--- src/rtl/led_chaser.sv ---
// rtl/led_chaser.sv - programmable tick divider driving a rotate/bounce/fill/hold LED pattern sequencer
// Optional manual single-step input enabled by defining LED_CHASER_STEP_EN.
module led_chaser #(
  parameter int          WIDTH       = 10,
  parameter int          DIV_W       = 27,
  parameter int unsigned DIV_DEFAULT = 12444444
) (
  input  logic             CLOCK_50,
  input  logic             reset,
  input  logic             enable,
  input  logic [1:0]       mode,
  input  logic             dir,
  input  logic             load_div,
  input  logic [DIV_W-1:0] div_value,
`ifdef LED_CHASER_STEP_EN
  input  logic             step,
`endif
  output logic             tick,
  output logic [WIDTH-1:0] leds,
  output logic             wrap
);

  localparam logic [DIV_W-1:0] DIV_INIT = DIV_W'(DIV_DEFAULT);
  localparam logic [WIDTH-1:0] ONE      = WIDTH'(1);

  logic [DIV_W-1:0] div_reg;
  logic [DIV_W-1:0] cnt;
  logic             bounce_up;
  logic [1:0]       mode_q;

  logic [WIDTH-1:0] step_leds;
  logic             step_up;
  logic             step_wrap;
  logic             one_hot;
  logic             manual;
  logic             fire;
  logic             mode_change;

`ifdef LED_CHASER_STEP_EN
  assign manual = step & ~enable;
`else
  assign manual = 1'b0;
`endif

  assign fire        = (enable && (cnt == '0)) || manual;
  assign mode_change = (mode != mode_q);

  // Next pattern for one step; the registered mode is used so a mode
  // change always restarts cleanly before the new mode steps.
  always_comb begin
    step_leds = leds;
    step_up   = bounce_up;
    step_wrap = 1'b0;
    one_hot   = (leds != '0) && ((leds & (leds - ONE)) == '0);
    case (mode_q)
      2'd0: begin
        if (!dir) begin
          step_leds = {leds[WIDTH-2:0], leds[WIDTH-1]};
          step_wrap = leds[WIDTH-1];
        end else begin
          step_leds = {leds[0], leds[WIDTH-1:1]};
          step_wrap = leds[0];
        end
      end
      2'd1: begin
        if (!one_hot) begin
          step_leds = ONE;
          step_up   = 1'b1;
        end else if (bounce_up) begin
          if (leds[WIDTH-1]) begin
            step_leds = leds >> 1;
            step_up   = 1'b0;
          end else begin
            step_leds = leds << 1;
            step_up   = ~leds[WIDTH-2];
          end
        end else begin
          if (leds[0]) begin
            step_leds = leds << 1;
            step_up   = 1'b1;
          end else begin
            step_leds = leds >> 1;
            if (leds[1]) begin
              step_up   = 1'b1;
              step_wrap = 1'b1;
            end
          end
        end
      end
      2'd2: begin
        if (&leds) begin
          step_leds = '0;
          step_wrap = 1'b1;
        end else begin
          step_leds = {leds[WIDTH-2:0], 1'b1};
        end
      end
      default: begin
        step_leds = leds;
      end
    endcase
  end

  always_ff @(posedge CLOCK_50) begin
    if (reset) begin
      div_reg   <= DIV_INIT;
      cnt       <= DIV_INIT;
      leds      <= ONE;
      bounce_up <= 1'b1;
      mode_q    <= mode;
      tick      <= 1'b0;
      wrap      <= 1'b0;
    end else begin
      tick <= 1'b0;
      wrap <= 1'b0;
      if (load_div) begin
        div_reg <= div_value;
      end
      if (mode_change) begin
        leds      <= ONE;
        bounce_up <= 1'b1;
        mode_q    <= mode;
        cnt       <= load_div ? div_value : div_reg;
      end else if (load_div) begin
        cnt <= div_value;
      end else if (fire) begin
        cnt       <= div_reg;
        tick      <= 1'b1;
        wrap      <= step_wrap;
        leds      <= step_leds;
        bounce_up <= step_up;
      end else if (enable) begin
        cnt <= cnt - DIV_W'(1);
      end
    end
  end

endmodule

--- config.mk ---
export PLATFORM = sky130hd
export DESIGN_NAME = led_chaser
export DESIGN_NICKNAME = d
export VERILOG_FILES = /design/src/rtl/led_chaser.sv
export SDC_FILE = /design/constraint.sdc
export NUM_CORES = 1
export LEC_CHECK = 0
export CORE_MARGIN = 4
export CORE_UTILIZATION = 45
export CTS_CLUSTER_DIAMETER = 60
export CTS_CLUSTER_SIZE = 16
export DETAILED_ROUTE_END_ITERATION = 10
export GPL_ROUTABILITY_DRIVEN = 0
export PLACE_DENSITY = 0.68
export RECOVER_POWER = 100
export SKIP_CTS_REPAIR_TIMING = 1
export SYNTH_ARGS = -nofsm -noshare
export SYNTH_HDL_FRONTEND = slang
export SYNTH_SLANG_ARGS = --single-unit
--- constraint.sdc ---
create_clock -name CLOCK_50 -period 2.43 [get_ports CLOCK_50]
set_input_delay 0.243 -clock CLOCK_50 [delete_from_list [all_inputs] [get_ports CLOCK_50]]
set_output_delay 0.243 -clock CLOCK_50 [all_outputs]
set_load 0.05 [all_outputs]
After elaboration in Yosys (flattened, before gate mapping)
Cells that the tools add are included.

storage, ports and cells
  register bits = 69
  input port bits = 34
  output and inout bits = 12
  logic and storage cells = 57

cells by class
  $add $sub $neg = 2
  eq/ne operators = 3
  mux-type cells = 26
  bitwise logic cells = 4
  reduce and logical (&&, ||, !) cells = 15

operator list
  cell                   count
  $mux 27                5
  $mux 10                6
  $pmux 10 s3            1
  $logic_not 27->1       1
  $sub 27x1->27 const B  1
  $mux 1                 11
  $and 10x10->10         1
  $logic_not 10->1       1
  $reduce_and 10->1      1
  $reduce_bool 10->1     1
  $sub 10x1->10 const B  1
  $reduce_and 3->1       2
  $mux 2                 2
  $reduce_bool 4->1      1
  $reduce_or 4->1        1
  $not 1->1              3
  $pmux 1 s3             1
  $reduce_bool 3->1      1
  $reduce_or 3->1        1
  $eq 2x1->1 const B     1
  $eq 2x2->1 const B     1
  $logic_and 1x1->1      2
  $logic_not 2->1        1
  $ne 2x2->1             1
  2 further kinds        2

Logic depth before layout (Yosys ltp)
Gate-level depths: netlist (run 1).

  depth in word-level cells = 6
  gate-level depth with buffers = 9
  depth with buffers taken out = 8

Worst setup path after synthesis (run 1)
OpenSTA, ideal clock, no wires.

  path kind = register to register
  start point = register cnt[7]
  end point = register cnt[25]
  library setup time = 0.067 ns
  data arrival time = 2.583 ns
  data required time = 2.363 ns
  setup slack = -0.220 ns
  cell stages (with the launch flop) = 9
  path buffers = 2
  period minus slack after synthesis = 2.650 ns
  cells stage by stage = dfxtp_1 -> buf_4 -> or4_4 -> or4_4 -> buf_6 -> or4_4 -> nor3_2 -> mux2_2 -> o21ai_2

on the way
  cells in the longest elaborated chain, start to end = 5
  elaborated cells on any way between the ends = 8
  classes of those cells = 1 x add/sub; 4 x mux; 3 x reduce/logical

ends and longest elaborated chain
  element                                                   line     RTL
  from (decl)                                               27       logic [DIV_W-1:0] cnt;
  from (signal assigned)                                    123      cnt <= load_div ? div_value : div_reg;
  from (signal assigned)                                    125      cnt <= div_value;
  from (signal assigned)                                    127      cnt <= div_reg;
  $sub 27x1->27 / $logic_not 27->1 (equally long branches)  133, 45
  $mux 27 / $logic_and 1x1->1 (equally long branches)       132, 45
  $mux 27                                                   126      end else if (fire) begin
  $mux 27                                                   124      end else if (load_div) begin
  $mux 27                                                   119      if (mode_change) begin

Several ways; a longest one is shown, not always the timed one. The select of a mux whose other input is x is not followed.
A chain may end at the register's enable or synchronous reset.

Worst setup path in the final report (run 1)
  start point = register cnt[11]
  end point = register cnt[25]

The elaborated chain is that of the path after synthesis.

==> flow_summary.toml, run 1 <==
[critical_path]
start_kind = "flop"
cp_data_required_time_ps = 2720
critPathMaxFanout = 3
critPathTopFamily = "simple AND/OR/NAND/NOR gates"
worst_path_most_repeated_cell = "or4_4"
arrival_ps = 2800
critPathCaptureType = "flop"
crit_path_cell_trace = "or4_4, or4_4, or4_4, nor3_4, mux2_4, o21ai_2"
cp_slowest_cell = "or4_4"
slowest_delay_ps = 530
critPathKind = "reg -> reg"
crit_buf_inv = 0

[logic_synthesis]
synthAdderAreaFrac_pct = 1.69
synth-xor-area-share_pct = 2.85
synthSimpleGateAreaFrac_pct = 23.7
synth_compound_area_share_pct = 30.1
yosysWarningCount = 0
ys.flop_type = "dfxtp_1"
synth_top_area_share_pct = 31.2
synth-edff-count = 2
muxShareOfSynthArea_pct = 2.85
synth.avg_cell_area_sq_um = 7.65
syn_inst = 562
ys_seq_elements = 69
synth_most_common_cell = "dfxtp_1"
yosys.area.top_type = "dfxtp_1"
synth_nets = 601
synth_top_family_by_area = "compound AO/OA/AOI/OAI gates"
synth_cell_types = 64
synth_common_cells = "dfxtp_1, nand2_1, a21oi_1"
synth_area_leaders = "dfxtp_1, a21oi_1, nand2_1, o21ai_0, o211ai_1"
syn-cell-area_sq_um = 4300
async_reset_ff_share_pct = 0
ys_seq_area_share_pct = 32.6

[sta]
max_freq_mhz = 398
finalHoldViolCount = 0
max_slew_margin_pct = 29.2
fin_ws_ps = -83.9
rsz0062_at_grt = "yes"
worst_pin_slew_ps = 1060
clock_skew_ps = 12.1
setup_viol = 1
fin_tns_setup_ps = -83.9
post-route-period-util_pct = 103
slew_violations = 0
period_needed_ps = 2510

[clocking]
cts_tree = "yes"
cts-root-buf = "clkbuf_8"
cts_sinks = 69
clock_path_buffers = 2
numCtsBuffers = 9
ctsHtreeMaxLevel = 3
clkSlewWorstSetupHoldPaths_ps = 70
clk_latency_ps = 350

[floorplan]
rows = 35
die_area_sq_um = 11200
die_h_um = 106
pin_count = 46
core_sq_um = 9280
fp.dieW_um = 106
start_util_pct = 46.3

[global_route]
overflow = 0
grt_pass1_wl_um = 21600
grt_max_degree = 37
grt_usage_pct = 23.4
antenna_found_initial = 0
grt_pass1_vias = 4428

[routing]
drtAntennaViolNets = 0
wl_per_cell_um = 17.1
drc = 0
via_per_inst = 6.11
num_vias = 4686
drt_pass1_iterations = 7
drtIter0Drc = 356
wirelength_um = 13100

[run_status]
status = "finished, violations left"
violations = "setup timing"

[placed_design]
detailed_place_hpwl_um = 9310
io_buffers = 45

[run]
cap_violations = 0

[pwr]
power_leakage_nw = 2.04
vdd_drop_max_mv = 0.277
cellPowerDensity_nw_per_um2 = 525

[finish]
drive_gt1_share_pct = 15.0
syn_to_final_growth_pct = 25.3
fin_util_pct = 58.0
finalNetCount = 672
diodes = 0

[min_path]
hold_class = "in -> reg"
==> report_power, final <==
| group | switching (W) | internal (W) |
|---|---|---|
| clock network | 0.000454 | 0.000474 |
| registers | 0.0000777 | 0.00122 |
| logic | 0.000332 | 0.000274 |
| total | 0.000864 | 0.00196 |
==> final timing paths <==
kind | startpoint | end | slack [ps] | cells after the start
setup reg to reg | cnt[11] | cnt[25] | -80 | 6
hold / removal | reset | div_reg[26] | 360 | 2
setup / recovery | cnt[11] | cnt[25] | -80 | 6
hold reg to reg | div_reg[2] | div_reg[2] | 440 | 2
==> cells by family after synthesis <==
kind of cell,count (synthesis)
compound gates,198
xor+xnor,14
fa+ha+maj,6
buf+inv,63
flops,69
mux,12
simple gates,200
==> layer usage <==
metal	vias to the layer above	part of all wire (%)	track usage [%]
met5	-	0	0
met2	196	48	37.4
met4	0	2.3	9.81
li1	2241	-	-
met1	2213	42	30.5
met3	36	7.8	4.78
==> through the flow <==
stage                     power, W  worst slack [ps]  hold WS [ps]  std cells  area (sq um)
after CTS                  0.00283              -102           339        766          5340
after floorplan            0.00166              -206           342        562          4310
after global routing       0.00295              -128           382        767          5390
after global placement     0.00189             -36.8           428        750          5160
final                      0.00283             -83.9           360        767          5390
after detailed placement   0.00191             -84.0           428        750          5160
==> layout by cell type, fill, tap and decap left out, types with 7 or more instances in the layout <==
cell             instances
a21oi_1                 48
a211oi_1                 8
a31oi_1                  7
nor2_1                  43
buf_4                   52
nand4_1                  8
nand2_1                 59
nor3_1                  10
o21ai_0                 42
nand3_1                 14
o22ai_1                 10
or3_1                    7
xnor2_1                 11
dfxtp_1                 66
o211ai_1                27
nor4_1                  10
a311oi_1                 7
mux2i_1                 10
dlygate4sd3_1           14
clkbuf_8                 9
clkdlybuf4s50_1         29
inv_1                   19
==> final cells by class <==
type	count	area, sq um
Tap cell	129	161
Sequential cell	69	1400
Multi-Input combinational cell	430	2690
Fill cell	890	3890
Clock buffer	12	135
Clock inverter	4	48.8
Inverter	20	75.1
Timing Repair Buffer	103	875
(Power assumes the default switching activity.)
==> run 2, diff against run 1 <==
--- a/config.mk
+++ b/config.mk
@@ -5,13 +5,15 @@
 export SDC_FILE = /design/constraint.sdc
 export NUM_CORES = 1
 export LEC_CHECK = 0
+export CELL_PAD_IN_SITES_DETAIL_PLACEMENT = 1
+export CELL_PAD_IN_SITES_GLOBAL_PLACEMENT = 1
 export CORE_MARGIN = 4
-export CORE_UTILIZATION = 45
+export CORE_UTILIZATION = 42
 export CTS_CLUSTER_DIAMETER = 60
 export CTS_CLUSTER_SIZE = 16
 export DETAILED_ROUTE_END_ITERATION = 10
 export GPL_ROUTABILITY_DRIVEN = 0
-export PLACE_DENSITY = 0.68
+export PLACE_DENSITY_LB_ADDON = 0.1
 export RECOVER_POWER = 100
 export SKIP_CTS_REPAIR_TIMING = 1
 export SYNTH_ARGS = -nofsm -noshare
==> constraint.sdc (replaced) <==
create_clock -name CLOCK_50 -period 2.6 [get_ports CLOCK_50]
set_input_delay 0.26 -clock CLOCK_50 [delete_from_list [all_inputs] [get_ports CLOCK_50]]
set_output_delay 0.26 -clock CLOCK_50 [all_outputs]
set_load 0.05 [all_outputs]
==> flow_summary.toml, run 2 (synthesized netlist as in run 1, its figures left out) <==
[run_status]
status = "finished, violations left"
violations = "capacitance limit, slew limit"

[critical_path]
crit_buf_inv = 0
cp_slowest_cell = "or4_4"
arrival_ps = 2830
slowest_delay_ps = 530
critPathKind = "reg -> reg"
critPathCaptureType = "flop"
critPathTopFamily = "simple AND/OR/NAND/NOR gates"
worst_path_most_repeated_cell = "or4_4"
start_kind = "flop"
critPathMaxFanout = 5
crit_path_cell_trace = "or4_4, or4_4, or4_4, nor3_4, mux2_4, o21ai_2"
cp_data_required_time_ps = 2900

[clocking]
cts_sinks = 69
clkSlewWorstSetupHoldPaths_ps = 80
clock_path_buffers = 2
cts_tree = "yes"
clk_latency_ps = 360
cts-root-buf = "clkbuf_8"
numCtsBuffers = 9
ctsHtreeMaxLevel = 3

[global_route]
overflow = 0
grt_usage_pct = 25.7
grt_pass1_wl_um = 24000
grt_pass1_vias = 4688
grt_max_degree = 39
antenna_found_initial = 0

[sta]
post-route-period-util_pct = 97.5
slew_violations = 39
max_freq_mhz = 395
max_slew_margin_pct = -19.4
setup_viol = 0
clock_skew_ps = 11.8
finalHoldViolCount = 0
hold_slack_ps = 154
period_needed_ps = 2530
rsz0062_at_grt = "yes"
worst_pin_slew_ps = 1790
fin_tns_setup_ps = 0

[pwr]
total_power_w = 0.00262
vdd_drop_max_mv = 0.269
power_leakage_nw = 1.95
cellPowerDensity_nw_per_um2 = 502

[routing]
via_per_inst = 6.11
drc = 0
wirelength_um = 14900
wl_per_cell_um = 19.7
drtIter0Drc = 267
num_vias = 4614
drtAntennaViolNets = 0
drt_pass1_iterations = 5

[finish]
syn_to_final_growth_pct = 21.6
diodes = 0
final_cell_mix = "dfxtp_1, nand2_1, a21oi_1"
fin_util_pct = 53.0
drive_gt1_share_pct = 12.1
fill_cells = 1234
finalNetCount = 656
final_common_cell = "dfxtp_1"

[floorplan]
start_util_pct = 43.6
rows = 36
die_area_sq_um = 11900
pin_count = 46
core_sq_um = 9860
die_h_um = 109
fp.dieW_um = 109

[placed_design]
detailed_place_hpwl_um = 10600
io_buffers = 45

[min_path]
hold_class = "in -> reg"

[run]
cap_violations = 1
run 2: worst paths after layout:
kind / from / slack, ps / to / cells after the start
worst max-delay path: cnt[11] / 70 / cnt[25] / 6
worst max register to register: cnt[11] / 70 / cnt[25] / 6
worst min-delay path: load_div / 150 / tick / 2
worst min register to register: div_reg[2] / 450 / div_reg[2] / 2
run 2: stage by stage:
stage               area [sq um]  cells  worst slack, ps
floorplan                   4300    562            -35.5
global placement            5020    736             88.4
detailed placement          5020    736             61.0
CTS                         5200    752             49.2
global route                5230    755            -20.4
finish                      5230    755             66.0
run 2: layout make-up:
class                           count  area [sq um]  area share, %
Clock inverter                      1          5.00         0.0957
Inverter                           20          75.1           1.44
Sequential cell                    69          1400           26.8
Clock buffer                       15           176           3.37
Timing Repair Buffer               87           757           14.5
Multi-Input combinational cell    430          2650           50.6
Tap cell                          133           166           3.18
run 2: per-layer routing:
metal / vias up / routed length (um) / track usage [%]
met5: - / 0 / 0
met4: 0 / 335 / 9.44
met3: 29 / 788 / 3.73
met2: 109 / 7410 / 46.6
met1: 2272 / 6310 / 30.6
li1: 2204 / - / -
run 2: where the power goes:
part	internal [W]	leakage, nW	switching [W]	total, W
Combinational	0.000239	1.28	0.000311	0.000551
Clock	0.000426	0.0937	0.000436	0.000861
Sequential	0.00114	0.574	0.0000767	0.00121
run 2: worst register-to-register path, cell delays in order, from the launching register on:
cell,delay [ps]
dfxtp_2,340
or4_4,510
or4_4,510
or4_4,530
nor3_4,140
mux2_4,320
o21ai_2,120
==> run 3, diff against run 2 <==
--- a/config.mk
+++ b/config.mk
@@ -15,7 +15,6 @@
 export GPL_ROUTABILITY_DRIVEN = 0
 export PLACE_DENSITY_LB_ADDON = 0.1
 export RECOVER_POWER = 100
-export SKIP_CTS_REPAIR_TIMING = 1
 export SYNTH_ARGS = -nofsm -noshare
 export SYNTH_HDL_FRONTEND = slang
 export SYNTH_SLANG_ARGS = --single-unit
==> results of run 3 <==
The final DEF is identical to that of run 2; final timing and power are the same.
